--- config.mk ---
export PLATFORM = sky130hd
export DESIGN_NAME = step_sequencer
export DESIGN_NICKNAME = d
export VERILOG_FILES = /design/src/rtl/step_seq_pkg.sv /design/src/rtl/key_debouncer.sv /design/src/rtl/step_sequencer.sv
export SDC_FILE = /design/constraint.sdc
export NUM_CORES = 1
export LEC_CHECK = 0
export ABC_AREA = 1
export ABC_CLOCK_PERIOD_IN_PS = 1800
export CORE_UTILIZATION = 54
export DETAILED_ROUTE_END_ITERATION = 16
export PLACE_DENSITY = 0.84
export SETUP_SLACK_MARGIN = 0.15
export SYNTH_ARGS = -nofsm -noshare
export SYNTH_HDL_FRONTEND = slang
export SYNTH_SLANG_ARGS = --single-unit
--- constraint.sdc ---
create_clock -name clk_50mhz -period 1.8 [get_ports clk_50mhz]
set_input_delay 0.36 -clock clk_50mhz [delete_from_list [all_inputs] [get_ports clk_50mhz]]
set_output_delay 0.36 -clock clk_50mhz [all_outputs]
set_load 0.03 [all_outputs]
--- src/rtl/step_seq_pkg.sv ---
// Shared types and widths for the step sequencer and its key front end.
package step_seq_pkg;

  localparam int unsigned StepW = 6;
  localparam int unsigned RepW  = 5;
  localparam int unsigned BcdW  = 4;

  typedef enum logic [1:0] {
    StIdle  = 2'd0,
    StRun   = 2'd1,
    StHold  = 2'd2,
    StPause = 2'd3
  } state_e;

  // RUN and HOLD are the only states in which the display advances.
  function automatic logic is_active(state_e s);
    return (s == StRun) || (s == StHold);
  endfunction

endpackage

--- src/rtl/key_debouncer.sv ---
// Start key front end: 2-flop synchronizer, stable-level debounce counter, and a
// one-cycle press pulse on each debounced high-to-low transition.
module key_debouncer #(
  parameter int unsigned DEBOUNCE_CYCLES = 500_000
) (
  input  logic clk_i,
  input  logic rst_ni,
  input  logic key_ni,
  output logic press_o
);

  localparam int unsigned CntW = (DEBOUNCE_CYCLES > 1) ? $clog2(DEBOUNCE_CYCLES) : 1;
  localparam logic [CntW-1:0] CntLast = CntW'(DEBOUNCE_CYCLES - 1);

  logic [1:0]      sync_q;
  logic            level_q, level_d;
  logic [CntW-1:0] cnt_q, cnt_d;
  logic            press_q, press_d;

  // Count consecutive synchronized samples that disagree with the debounced level.
  always_comb begin
    level_d = level_q;
    cnt_d   = cnt_q;
    press_d = 1'b0;
    if (sync_q[1] == level_q) begin
      cnt_d = '0;
    end else if (cnt_q == CntLast) begin
      level_d = sync_q[1];
      cnt_d   = '0;
      press_d = ~sync_q[1];
    end else begin
      cnt_d = cnt_q + 1'b1;
    end
  end

  // Synchronizer and debounce state; the idle key level is high.
  always_ff @(posedge clk_i or negedge rst_ni) begin
    if (!rst_ni) begin
      sync_q  <= 2'b11;
      level_q <= 1'b1;
      cnt_q   <= '0;
      press_q <= 1'b0;
    end else begin
      sync_q  <= {sync_q[0], key_ni};
      level_q <= level_d;
      cnt_q   <= cnt_d;
      press_q <= press_d;
    end
  end

  assign press_o = press_q;

endmodule

--- src/rtl/step_sequencer.sv ---
// Step sequencer: tick prescaler, IDLE/RUN/HOLD/PAUSE control, step index with
// dwell steps, and a completed-pass counter kept in binary and BCD.
module step_sequencer
  import step_seq_pkg::*;
#(
  parameter int unsigned CLK_HZ          = 50_000_000,
  parameter int unsigned STEP_HZ         = 10,
  parameter int unsigned NUM_STEPS       = 45,
  parameter int unsigned HOLD_STEP_A     = 12,
  parameter int unsigned HOLD_STEP_B     = 32,
  parameter int unsigned HOLD_TICKS      = 10,
  parameter int unsigned DEBOUNCE_CYCLES = 500_000
) (
  input  logic             clk_50mhz,
  input  logic             key_zero_reset,
  input  logic             key_one_start,
  output logic             running,
  output logic [StepW-1:0] step_index,
  output logic             step_strobe,
  output logic [RepW-1:0]  repeat_count,
  output logic [BcdW-1:0]  repeat_tens,
  output logic [BcdW-1:0]  repeat_ones
);

  localparam int unsigned TickDiv = CLK_HZ / STEP_HZ;
  localparam int unsigned PrescW  = (TickDiv > 1) ? $clog2(TickDiv) : 1;
  localparam int unsigned HoldW   = (HOLD_TICKS > 1) ? $clog2(HOLD_TICKS) : 1;

  localparam logic [PrescW-1:0] PrescLast = PrescW'(TickDiv - 1);
  localparam logic [HoldW-1:0]  HoldLast  = HoldW'(HOLD_TICKS - 1);
  localparam logic [StepW-1:0]  StepLast  = StepW'(NUM_STEPS);
  localparam logic [StepW-1:0]  StepA     = StepW'(HOLD_STEP_A);
  localparam logic [StepW-1:0]  StepB     = StepW'(HOLD_STEP_B);

  state_e             state_q, state_d;
  state_e             resume_q, resume_d;
  logic [PrescW-1:0]  presc_q, presc_d;
  logic [HoldW-1:0]   hold_q, hold_d;
  logic [StepW-1:0]   step_q, step_d;
  logic               strobe_q, strobe_d;
  logic [RepW-1:0]    rep_q, rep_d;
  logic [BcdW-1:0]    tens_q, tens_d;
  logic [BcdW-1:0]    ones_q, ones_d;
  logic               press;
  logic               active;
  logic               tick;

  key_debouncer #(
    .DEBOUNCE_CYCLES(DEBOUNCE_CYCLES)
  ) u_key (
    .clk_i  (clk_50mhz),
    .rst_ni (key_zero_reset),
    .key_ni (key_one_start),
    .press_o(press)
  );

  assign active = is_active(state_q);
  assign tick   = active && (presc_q == PrescLast);

  // Next-state logic for the FSM, prescaler, step and pass counters.
  always_comb begin
    state_d  = state_q;
    resume_d = resume_q;
    presc_d  = presc_q;
    hold_d   = hold_q;
    step_d   = step_q;
    strobe_d = 1'b0;
    rep_d    = rep_q;
    tens_d   = tens_q;
    ones_d   = ones_q;

    // A press on the terminal count still wraps the prescaler; otherwise it freezes.
    if (active) begin
      if (tick) begin
        presc_d = '0;
      end else if (!press) begin
        presc_d = presc_q + 1'b1;
      end
    end

    unique case (state_q)
      StIdle: begin
        if (press) begin
          state_d  = StRun;
          step_d   = StepW'(1);
          strobe_d = 1'b1;
          presc_d  = '0;
        end
      end
      StRun: begin
        if (press) begin
          state_d  = StPause;
          resume_d = StRun;
        end else if (tick) begin
          // Wrap is checked first so a dwell step that is also the last step wraps.
          if (step_q == StepLast) begin
            step_d   = StepW'(1);
            strobe_d = 1'b1;
            if (rep_q == '1) begin
              rep_d  = '0;
              tens_d = '0;
              ones_d = '0;
            end else begin
              rep_d = rep_q + 1'b1;
              if (ones_q == BcdW'(9)) begin
                ones_d = '0;
                tens_d = tens_q + 1'b1;
              end else begin
                ones_d = ones_q + 1'b1;
              end
            end
          end else if ((step_q == StepA) || (step_q == StepB)) begin
            state_d = StHold;
            hold_d  = '0;
          end else begin
            step_d   = step_q + 1'b1;
            strobe_d = 1'b1;
          end
        end
      end
      StHold: begin
        if (press) begin
          state_d  = StPause;
          resume_d = StHold;
        end else if (tick) begin
          if (hold_q == HoldLast) begin
            state_d  = StRun;
            step_d   = step_q + 1'b1;
            strobe_d = 1'b1;
          end else begin
            hold_d = hold_q + 1'b1;
          end
        end
      end
      StPause: begin
        if (press) begin
          state_d = resume_q;
        end
      end
      default: state_d = StIdle;
    endcase
  end

  // State and datapath registers.
  always_ff @(posedge clk_50mhz or negedge key_zero_reset) begin
    if (!key_zero_reset) begin
      state_q  <= StIdle;
      resume_q <= StRun;
      presc_q  <= '0;
      hold_q   <= '0;
      step_q   <= '0;
      strobe_q <= 1'b0;
      rep_q    <= '0;
      tens_q   <= '0;
      ones_q   <= '0;
    end else begin
      state_q  <= state_d;
      resume_q <= resume_d;
      presc_q  <= presc_d;
      hold_q   <= hold_d;
      step_q   <= step_d;
      strobe_q <= strobe_d;
      rep_q    <= rep_d;
      tens_q   <= tens_d;
      ones_q   <= ones_d;
    end
  end

  assign running      = active;
  assign step_index   = step_q;
  assign step_strobe  = strobe_q;
  assign repeat_count = rep_q;
  assign repeat_tens  = tens_q;
  assign repeat_ones  = ones_q;

endmodule

==> results.tsv <==
metric	value	unit
drive_gt1_share	31.64	%
multiInputGateArea	0.002698	sq mm
power_density	485.6	mW/mm^2
critPathLaunchType	flip-flop	
fin_skew	9.805	ps
finalCritPeriodShare	104.9	%
synth_edf_count	0	
detail_route.iter0.violations	369	
synth_top_area_cell	dfrtp_1	
r2r_setup_slack	-90	ps
busiest_layer	met2	
ys_ff_latch	74	
grt_max_degree	31	
async_flop_share	100.0	%
fillerInstances	468	
ys_seq_area_share	41.78	%
failed_checks	setup timing	
grt_overflow	0	
synth.most_common_cell	nand2_1	
dpl_cell_area	0.005005	sq mm
yosysWarnings	0	
cts_buffer_depth	2	
worst_ir_drop_vdd	0.5415	mV
hold_depth	0	
yosys-top-cells-count	nand2_1 (115), nor2_1 (86), inv_1 (79), dfrtp_1 (70), nand3_1 (40)	
min_period	1887	ps
worstSetupPathType	reg2reg	
ant_nets	0	
core_area	0.007848	sq mm
min_to	u_key.sync_q[1]	
io_buffer_count	23	
die_h	92.72	um
status	finished with violations	
clk_latency	350	ps
syn_avg_cell_area	7.689	sq um
initial_utilization	56.63	%
yosys_most_used_dff	dfrtp_1	
worst-path-max-fanout	7	
cts_tree	yes	
cts_buffers	9	
gp_congestion	1.009	
p_leak	2.791	nW
design_power_total	2.930	mW
cts.sinks	74	
synth_cells	578	
grt_pass1_vias	4333	
worst_pin_slew	370.7	ps
design_area	0.006033	sq mm
worstHoldStart	u_key.sync_q[0]	
holdWs	365.9	ps
fp.dieArea	0.008597	sq mm
routedWlPerCell	17.68	um
clk_pin_slew	80	ps
timing.fmax	0.5298	GHz
vias	4764	
crit_required	2050	ps
grt_use_met2	49.57	%
antenna_found_initial	0	
wl	13980	um
synth.cell_area	0.004444	sq mm
grt_use_met3	5.747	%
regArea	0.001864	sq mm
io_pins	24	
dp_hpwl	7558	um
nets	703	
setup-violations-final	14	
hold_violations	0	
maxSlewViolCount	0	
r2r_cells	9	
row_count	32	
synth_area_leaders	dfrtp_1 (39%), nand2_1 (9.7%), nor2_1 (7.3%), inv_1 (6.7%), ha_1 (4.5%)	
synth_cell_types	42	
grt_use_met1	33.23	%
antenna_cells	0	
cap_violations	0	
synth_top_area_share	39.41	%
relSlewSlack	75.20	%
htreeDepth	3	
via_per_inst	6.023	
r2r_end	repeat_count[0]	
synthToLayoutAreaGrowth	35.75	%
grt_pass1_wl	19330	um
synth_nets	597	
drcViolationCount	0	
fin_ws	-87.38	ps
fin_util	76.88	%
first_pass_iters	7	
worst-endpoint-arrival	2130	ps
rsz0062_at_grt	true	
hold_path_class	reg2reg	
die_w	92.72	um
clock-root-buffer	clkbuf_8	
grt_usage	28.37	%
rr_startpoint	state_q[0]	
critPathCaptureType	flip-flop	
[how the worst max path moves through the flow]
stage / startpoint / end / slack [ps] / depth (start not counted)
2_1_floorplan: state_q[1] / presc_q[20] / -3 / 10
3_3_place_gp: state_q[0] / presc_q[18] / 70 / 10
3_5_place_dp: state_q[0] / presc_q[20] / -10 / 10
4_1_cts: state_q[1] / presc_q[14] / 5 / 9
5_1_grt: presc_q[12] / state_q[0] / -180 / 9
6_report: state_q[0] / repeat_count[0] / -90 / 9
[where the power goes]
part	switching, mW	internal [mW]
Clock	0.667	0.503
Combinational	0.0518	0.0281
Sequential	0.00885	1.67
Total	0.728	2.20
[logic make-up after synthesis]
family	Yosys count	share of synthesized area, %
buffers and inverters	90	7.911
AO/OA/AOI/OAI	70	8.868
multiplexers	2	0.4505
AND/OR/NAND/NOR	306	32.54
adder cells (fa/ha/maj)	16	4.504
flip-flops	74	41.78
XOR/XNOR	20	3.941
[per-stage QoR]
stage | setup WS, ps | instances | setup TNS [ps]
after floorplan | -2.523 | 578 | -2.523
after global placement | 68.26 | 723 | 0
after detailed placement | -9.662 | 723 | -17.06
after CTS | 4.605 | 764 | 0
after global routing | -183.4 | 791 | -2534
final | -87.38 | 791 | -623.1
[repair_timing]
action / in CTS / in global routing
cloned: 1 / 1
setup buffers: 23 / 26
gates resized for setup: 73 / 91
hold buffers: 1 / 0
endpoints found under the hold margin: 15 / 0
setup endpoints to repair: 71 / 60
pin swaps: 23 / 41
[routing by layer]
layer / vias to the layer above / share of wire [%]
met1: 2299 / 38
met2: 296 / 50
met4: 0 / 4.9
met5: - / 0
met3: 80 / 6.8
li1: 2089 / -
[placed cells by master (no fill, tap or decap), types with 5 or more instances in the layout]
cell type	n
dfrtp_1	64
nand3_4	7
o21ai_1	13
dlygate4sd2_1	17
nand2_2	13
nor3_1	16
clkbuf_8	9
nor3_2	7
inv_2	14
xor2_1	14
ha_4	5
nor2_4	19
nand3_1	30
buf_4	66
nor2_2	10
o21ai_0	16
nand4_1	14
dfrtp_2	6
buf_6	9
a21oi_1	17
nand3_2	6
xnor2_1	5
nand2_1	103
ha_1	8
inv_1	68
nor2_1	63
[flip-flops by register name (all words and copies together) (netlist names)]
register,flops
hold_q,4
presc_q,23
repeat_count,5
repeat_ones,4
repeat_tens,4
resume_q,2
state_q,2
step_index,6
step_strobe,1
u_key.cnt_q,19
u_key.level_q,1
u_key.press_o,1
u_key.sync_q,2
[worst max-delay path: stages (launching register included)]
cell and delay, ps:
dfrtp_1 390, inv_2 70, ha_4 300, inv_6 50, nor2_8 160, buf_6 130, nand4_1 230, buf_6 240
mux2i_1 150, inv_1 60
[area by class of cell]
type                            instances  area share (%)
Multi-Input combinational cell        415           44.71
Tap cell                              102           2.115
Sequential cell                        74           30.90
Timing Repair Buffer                  100           14.10
Clock inverter                          6          0.7051
Clock buffer                           10           2.115
Inverter                               84           5.350
Power figures use the tool's default switching activity.
